<file path="src/rtl/reflet_vga_rect_fill.sv">
// Rectangle fill sequencer: takes one corner-pair + RGBA command and streams one pixel write per clock in raster order.
// Optional macro REFLET_VGA_RECT_CLIP_EN clamps the rectangle to the visible screen and drops fully off-screen commands.
module reflet_vga_rect_fill #(
    parameter int h_size        = 640,
    parameter int v_line        = 480,
    parameter int color_depth   = 8,
    parameter int bit_reduction = 0
) (
    input  logic                                       clk,
    input  logic                                       reset,
    input  logic                                       cmd_valid,
    output logic                                       cmd_ready,
    input  logic [$clog2(h_size)-bit_reduction-1:0]    cmd_x0,
    input  logic [$clog2(h_size)-bit_reduction-1:0]    cmd_x1,
    input  logic [$clog2(v_line)-bit_reduction-1:0]    cmd_y0,
    input  logic [$clog2(v_line)-bit_reduction-1:0]    cmd_y1,
    input  logic [color_depth-1:0]                     cmd_R,
    input  logic [color_depth-1:0]                     cmd_G,
    input  logic [color_depth-1:0]                     cmd_B,
    input  logic [color_depth-1:0]                     cmd_a,
    input  logic                                       abort,
    output logic                                       write_en,
    output logic [$clog2(h_size)-bit_reduction-1:0]    h_pixel,
    output logic [$clog2(v_line)-bit_reduction-1:0]    v_pixel,
    output logic [color_depth-1:0]                     R_out,
    output logic [color_depth-1:0]                     G_out,
    output logic [color_depth-1:0]                     B_out,
    output logic [color_depth-1:0]                     a_out,
    output logic                                       busy,
    output logic                                       done
);

    localparam int HW = $clog2(h_size) - bit_reduction;
    localparam int VW = $clog2(v_line) - bit_reduction;

`ifdef REFLET_VGA_RECT_CLIP_EN
    localparam logic [HW-1:0] H_MAX = HW'((h_size >> bit_reduction) - 1);
    localparam logic [VW-1:0] V_MAX = VW'((v_line >> bit_reduction) - 1);
`endif

    typedef enum logic {
        IDLE,
        FILL
    } state_t;

    state_t state, state_next;

    logic [HW-1:0] x_left, x_left_next;
    logic [HW-1:0] x_right, x_right_next;
    logic [VW-1:0] y_bottom, y_bottom_next;

    logic [HW-1:0] h_pixel_next;
    logic [VW-1:0] v_pixel_next;
    logic [color_depth-1:0] r_next, g_next, b_next, a_next;
    logic write_en_next, busy_next, done_next, cmd_ready_next;

    logic [HW-1:0] xl_cmd, xr_cmd, xr_eff;
    logic [VW-1:0] yt_cmd, yb_cmd, yb_eff;
    logic          cmd_visible;

    // Corner normalization (and optional clipping) of the incoming command
    always_comb begin
        xl_cmd = (cmd_x0 < cmd_x1) ? cmd_x0 : cmd_x1;
        xr_cmd = (cmd_x0 < cmd_x1) ? cmd_x1 : cmd_x0;
        yt_cmd = (cmd_y0 < cmd_y1) ? cmd_y0 : cmd_y1;
        yb_cmd = (cmd_y0 < cmd_y1) ? cmd_y1 : cmd_y0;
`ifdef REFLET_VGA_RECT_CLIP_EN
        cmd_visible = (xl_cmd <= H_MAX) && (yt_cmd <= V_MAX);
        xr_eff      = (xr_cmd > H_MAX) ? H_MAX : xr_cmd;
        yb_eff      = (yb_cmd > V_MAX) ? V_MAX : yb_cmd;
`else
        cmd_visible = 1'b1;
        xr_eff      = xr_cmd;
        yb_eff      = yb_cmd;
`endif
    end

    // Next-state and next-output logic; h_pixel/v_pixel double as the scan counters
    always_comb begin
        state_next     = state;
        x_left_next    = x_left;
        x_right_next   = x_right;
        y_bottom_next  = y_bottom;
        h_pixel_next   = h_pixel;
        v_pixel_next   = v_pixel;
        r_next         = R_out;
        g_next         = G_out;
        b_next         = B_out;
        a_next         = a_out;
        write_en_next  = 1'b0;
        busy_next      = 1'b0;
        done_next      = 1'b0;
        cmd_ready_next = 1'b1;

        case (state)
            IDLE: begin
                if (cmd_valid && cmd_ready) begin
                    r_next = cmd_R;
                    g_next = cmd_G;
                    b_next = cmd_B;
                    a_next = cmd_a;
                    if (cmd_visible) begin
                        state_next     = FILL;
                        x_left_next    = xl_cmd;
                        x_right_next   = xr_eff;
                        y_bottom_next  = yb_eff;
                        h_pixel_next   = xl_cmd;
                        v_pixel_next   = yt_cmd;
                        write_en_next  = 1'b1;
                        busy_next      = 1'b1;
                        cmd_ready_next = 1'b0;
                    end else begin
                        done_next = 1'b1;
                    end
                end
            end
            FILL: begin
                // The write on the bus this cycle completes regardless of abort
                if (abort) begin
                    state_next = IDLE;
                end else if (h_pixel < x_right) begin
                    h_pixel_next   = h_pixel + HW'(1);
                    write_en_next  = 1'b1;
                    busy_next      = 1'b1;
                    cmd_ready_next = 1'b0;
                end else if (v_pixel < y_bottom) begin
                    h_pixel_next   = x_left;
                    v_pixel_next   = v_pixel + VW'(1);
                    write_en_next  = 1'b1;
                    busy_next      = 1'b1;
                    cmd_ready_next = 1'b0;
                end else begin
                    state_next = IDLE;
                    done_next  = 1'b1;
                end
            end
            default: begin
                state_next = IDLE;
            end
        endcase
    end

    always_ff @(posedge clk or negedge reset) begin
        if (!reset) begin
            state     <= IDLE;
            x_left    <= '0;
            x_right   <= '0;
            y_bottom  <= '0;
            h_pixel   <= '0;
            v_pixel   <= '0;
            R_out     <= '0;
            G_out     <= '0;
            B_out     <= '0;
            a_out     <= '0;
            write_en  <= 1'b0;
            busy      <= 1'b0;
            done      <= 1'b0;
            cmd_ready <= 1'b1;
        end else begin
            state     <= state_next;
            x_left    <= x_left_next;
            x_right   <= x_right_next;
            y_bottom  <= y_bottom_next;
            h_pixel   <= h_pixel_next;
            v_pixel   <= v_pixel_next;
            R_out     <= r_next;
            G_out     <= g_next;
            B_out     <= b_next;
            a_out     <= a_next;
            write_en  <= write_en_next;
            busy      <= busy_next;
            done      <= done_next;
            cmd_ready <= cmd_ready_next;
        end
    end

endmodule
</file>
<file path="config.mk">
export PLATFORM = sky130hd
export DESIGN_NAME = reflet_vga_rect_fill
export DESIGN_NICKNAME = d
export VERILOG_FILES = /design/src/rtl/reflet_vga_rect_fill.sv
export SDC_FILE = /design/constraint.sdc
export NUM_CORES = 1
export LEC_CHECK = 0
export CORE_MARGIN = 2
export CORE_UTILIZATION = 50
export DETAILED_ROUTE_END_ITERATION = 16
export GPL_TIMING_DRIVEN = 1
export PLACE_DENSITY = 0.88
export SETUP_SLACK_MARGIN = 0.05
export SLEW_MARGIN = 20
export SYNTH_ARGS = -nofsm -noshare
export SYNTH_HDL_FRONTEND = slang
export SYNTH_SLANG_ARGS = --single-unit
</file>
<file path="constraint.sdc">
create_clock -name clk -period 2.7 [get_ports clk]
set_input_delay 0.405 -clock clk [delete_from_list [all_inputs] [get_ports clk]]
set_output_delay 0.405 -clock clk [all_outputs]
set_load 0.01 [all_outputs]
</file>
==> run metrics <==
Post-Layout Cell Count 828; clk_skew 8.87 ps; mux contribution to synthesized area 10.9%; row count 36; crit path DAT 2830 ps; syn nets 669; syn avg cell area 8.87 µm²; outcome finished clean; Final ANT Viol Nets 0; CP Class reg -> reg; Seq/Total Area, Yosys 41.9%; Lkg Pwr 3.14 nW; Fin. Hold Viols 0; final setup vio count 0; XOR/XNOR Fraction of Synth Area 1.41%; Synth top area share 41.4%; post-synthesis cell area 4960 µm²; most common cell in the netlist nand2_1; Synth area leaders dfrtp_1 41%, nand2_1 10%, ha_1 9.1%; # DRC 0; DP Area 6430 µm²; proportion of layout cells with a drive suffix above 1 8.63%; combinational family with the most area after synthesis simple AND/OR/NAND/NOR gates; number of global-route vias before repair 4656; pin count of the biggest net entering global routing 84; Synth Area in Adders 9.09%; pins over their slew limit 0; Post-synth ARST share 100%; first-pass GRT wire length 23.0 mm; Synth Area in Compound Gates 12.4%; Final nets 800; FF-to-FF Start h_pixel[4]; all-layer global routing usage 26.5%; antenna cells 0; Worst Setup Start Kind register; Power Density 1140 nW/µm²; Die W 104 µm; Final Power 7.64 mW; Syn Inst Count 559; wire per inst 16.4 µm; hold_buf cts 0; Slew @ Worst Pin 749 ps; GR Overflow Total 0; I/O pin count 129; Yosys cell types 51; final setup TNS 0 ps; Commonest cells post-synth 134 x nand2_1, 82 x dfrtp_1, 44 x mux2i_1, 41 x inv_1, 36 x ha_1; top cell type by total area after synthesis dfrtp_1; post-synthesis simple-gate area fraction 18.4%; Clock Latency Late Sink 360 ps; antenna violations before repair 0; worst path required time 2950 ps; number of port buffers 128; RSZ-0062 raised after global routing yes; R2R depth 8; Routed Wire Length 13.6 mm; Synth Register Bits 83; CP max-delay cell dfrtp_1; routed vias/inst 5.45; Cell Chain, Critical Path ha_1 -> a21oi_1 -> a211oi_2 -> or3_4 -> o21ai_1 -> a21o_1 -> buf_4 -> mux2_2; number of synthesized flops with an enable pin 0; total iterations of the first detailed-routing run 4; fin util 69.0%; die area 10700 µm²; setup slack, reg-to-reg 120 ps; Max-cap violations 0; fmax 387 MHz; Setup Fix Bufs, Post-CTS 0; Clock Sinks 83; htree depth 3; Final period util 95.6%; Slew headroom 50.1%; Die Y 104 µm; WHS 57.1 ps; synthesis-to-layout area growth 34.8%; YS warnings 0; slowest stage delay, CP 480 ps; clock buffer depth 2; vias 4514; maximum VDD drop 545 µV; endpoint class of the critical path register; CTS buffer count 9; HP Class in -> async; clock root buffer clkbuf_8; Top FF cell, synth dfrtp_1; GP Congestion 0.935; detailed-placement wirelength estimate 10.1 mm; Cells after DPL 812; CTS tree built; setup ws final 119 ps; final std cell area, no fill 6680 µm²; Final Critical Period 2580 ps; crit path max fanout 8; area of the core 9680 µm²; Initial DRC Count 261; worst flop-to-flop path endpoint h_pixel[7]; Initial Utilization 51.2%; Place WS -22.2 ps; clk slew on worst S/H paths 90 ps
logic make-up after synthesis:
family | Yosys count
flops | 83
simple gates | 207
buf+inv | 70
fa+ha+maj | 36
mux | 53
compound gates | 102
xor+xnor | 8
placed cells by master (no fill, tap or decap), types with 5 or more instances in the layout:
cell / netlist / final
o21ai_0: 23 / 23
clkbuf_8: 0 / 11
xnor2_1: 5 / 5
mux2i_1: 44 / 44
clkdlybuf4s50_1: 0 / 127
nand3_1: 16 / 15
buf_4: 3 / 20
nand4_1: 6 / 6
mux2_2: 8 / 8
nand2_1: 134 / 134
a21oi_1: 27 / 27
nor3_1: 5 / 5
inv_1: 41 / 41
o21ai_1: 19 / 18
dfrtp_1: 82 / 82
ha_1: 36 / 36
nand2b_1: 6 / 6
nor2_1: 26 / 26
a211oi_1: 6 / 5
what timing repair did:
action | in CTS | in global routing
endpoints found under the hold margin | 0 | 0
resized for setup | 0 | 1
setup endpoints to repair | 0 | 6
power by group:
part / total (mW) / leakage (nW) / internal, mW / switching (mW)
Clock: 1.04 / 0.116 / 0.575 / 0.468
Sequential: 2.37 / 1.02 / 1.85 / 0.524
Combinational: 4.22 / 2.00 / 2.02 / 2.20
Total: 7.64 / 3.14 / 4.45 / 3.19
per-layer routing:
layer / part of all wire (%) / wire length, µm / global-route usage (%) / vias to the layer above
met5: 0 / 0 / 0 / -
met4: 2.1 / 282 / 10.9 / 0
met3: 4.8 / 651 / 4.91 / 21
met2: 51 / 7000 / 46.5 / 143
met1: 42 / 5670 / 32.0 / 2177
li1: - / - / - / 2173
sequential cells by signal (all words and copies together), names as in the netlist:
name       count
x_right       10
done           1
h_pixel       10
y_bottom       9
a_out          8
cmd_ready      1
B_out          8
v_pixel        9
x_left        10
R_out          8
G_out          8
state          1
worst max path at each step:
| stage | slack (ps) | start | endpoint | cells after the start |
|---|---|---|---|---|
| 3_5_place_dp | -20 | cmd_x1[4] | h_pixel[2] | 10 |
| 2_1_floorplan | 370 | h_pixel[7] | h_pixel[1] | 8 |
| 5_1_grt | 30 | h_pixel[4] | h_pixel[3] | 8 |
| 4_1_cts | 80 | h_pixel[9] | v_pixel[8] | 9 |
| 3_3_place_gp | 40 | cmd_x1[4] | h_pixel[5] | 11 |
| 6_report | 120 | h_pixel[4] | h_pixel[7] | 8 |
worst max-delay path, delay by kind of cell (launching register included):
family / cells / cell delay [ps]
AO/OA/AOI/OAI: 4 / 700
adder cells (fa/ha/maj): 1 / 370
buffers and inverters: 1 / 200
flip-flops: 1 / 480
multiplexers: 1 / 350
AND/OR/NAND/NOR: 1 / 370
final cells by class:
class	count	area [µm²]
Fill cell	760	3000
Sequential cell	83	2080
Inverter	42	158
Tap cell	133	166
Multi-Input combinational cell	406	2610
Clock buffer	11	151
Clock inverter	5	85.1
Timing Repair Buffer	148	1430
Note: power is estimated with default switching activity, not from simulation.
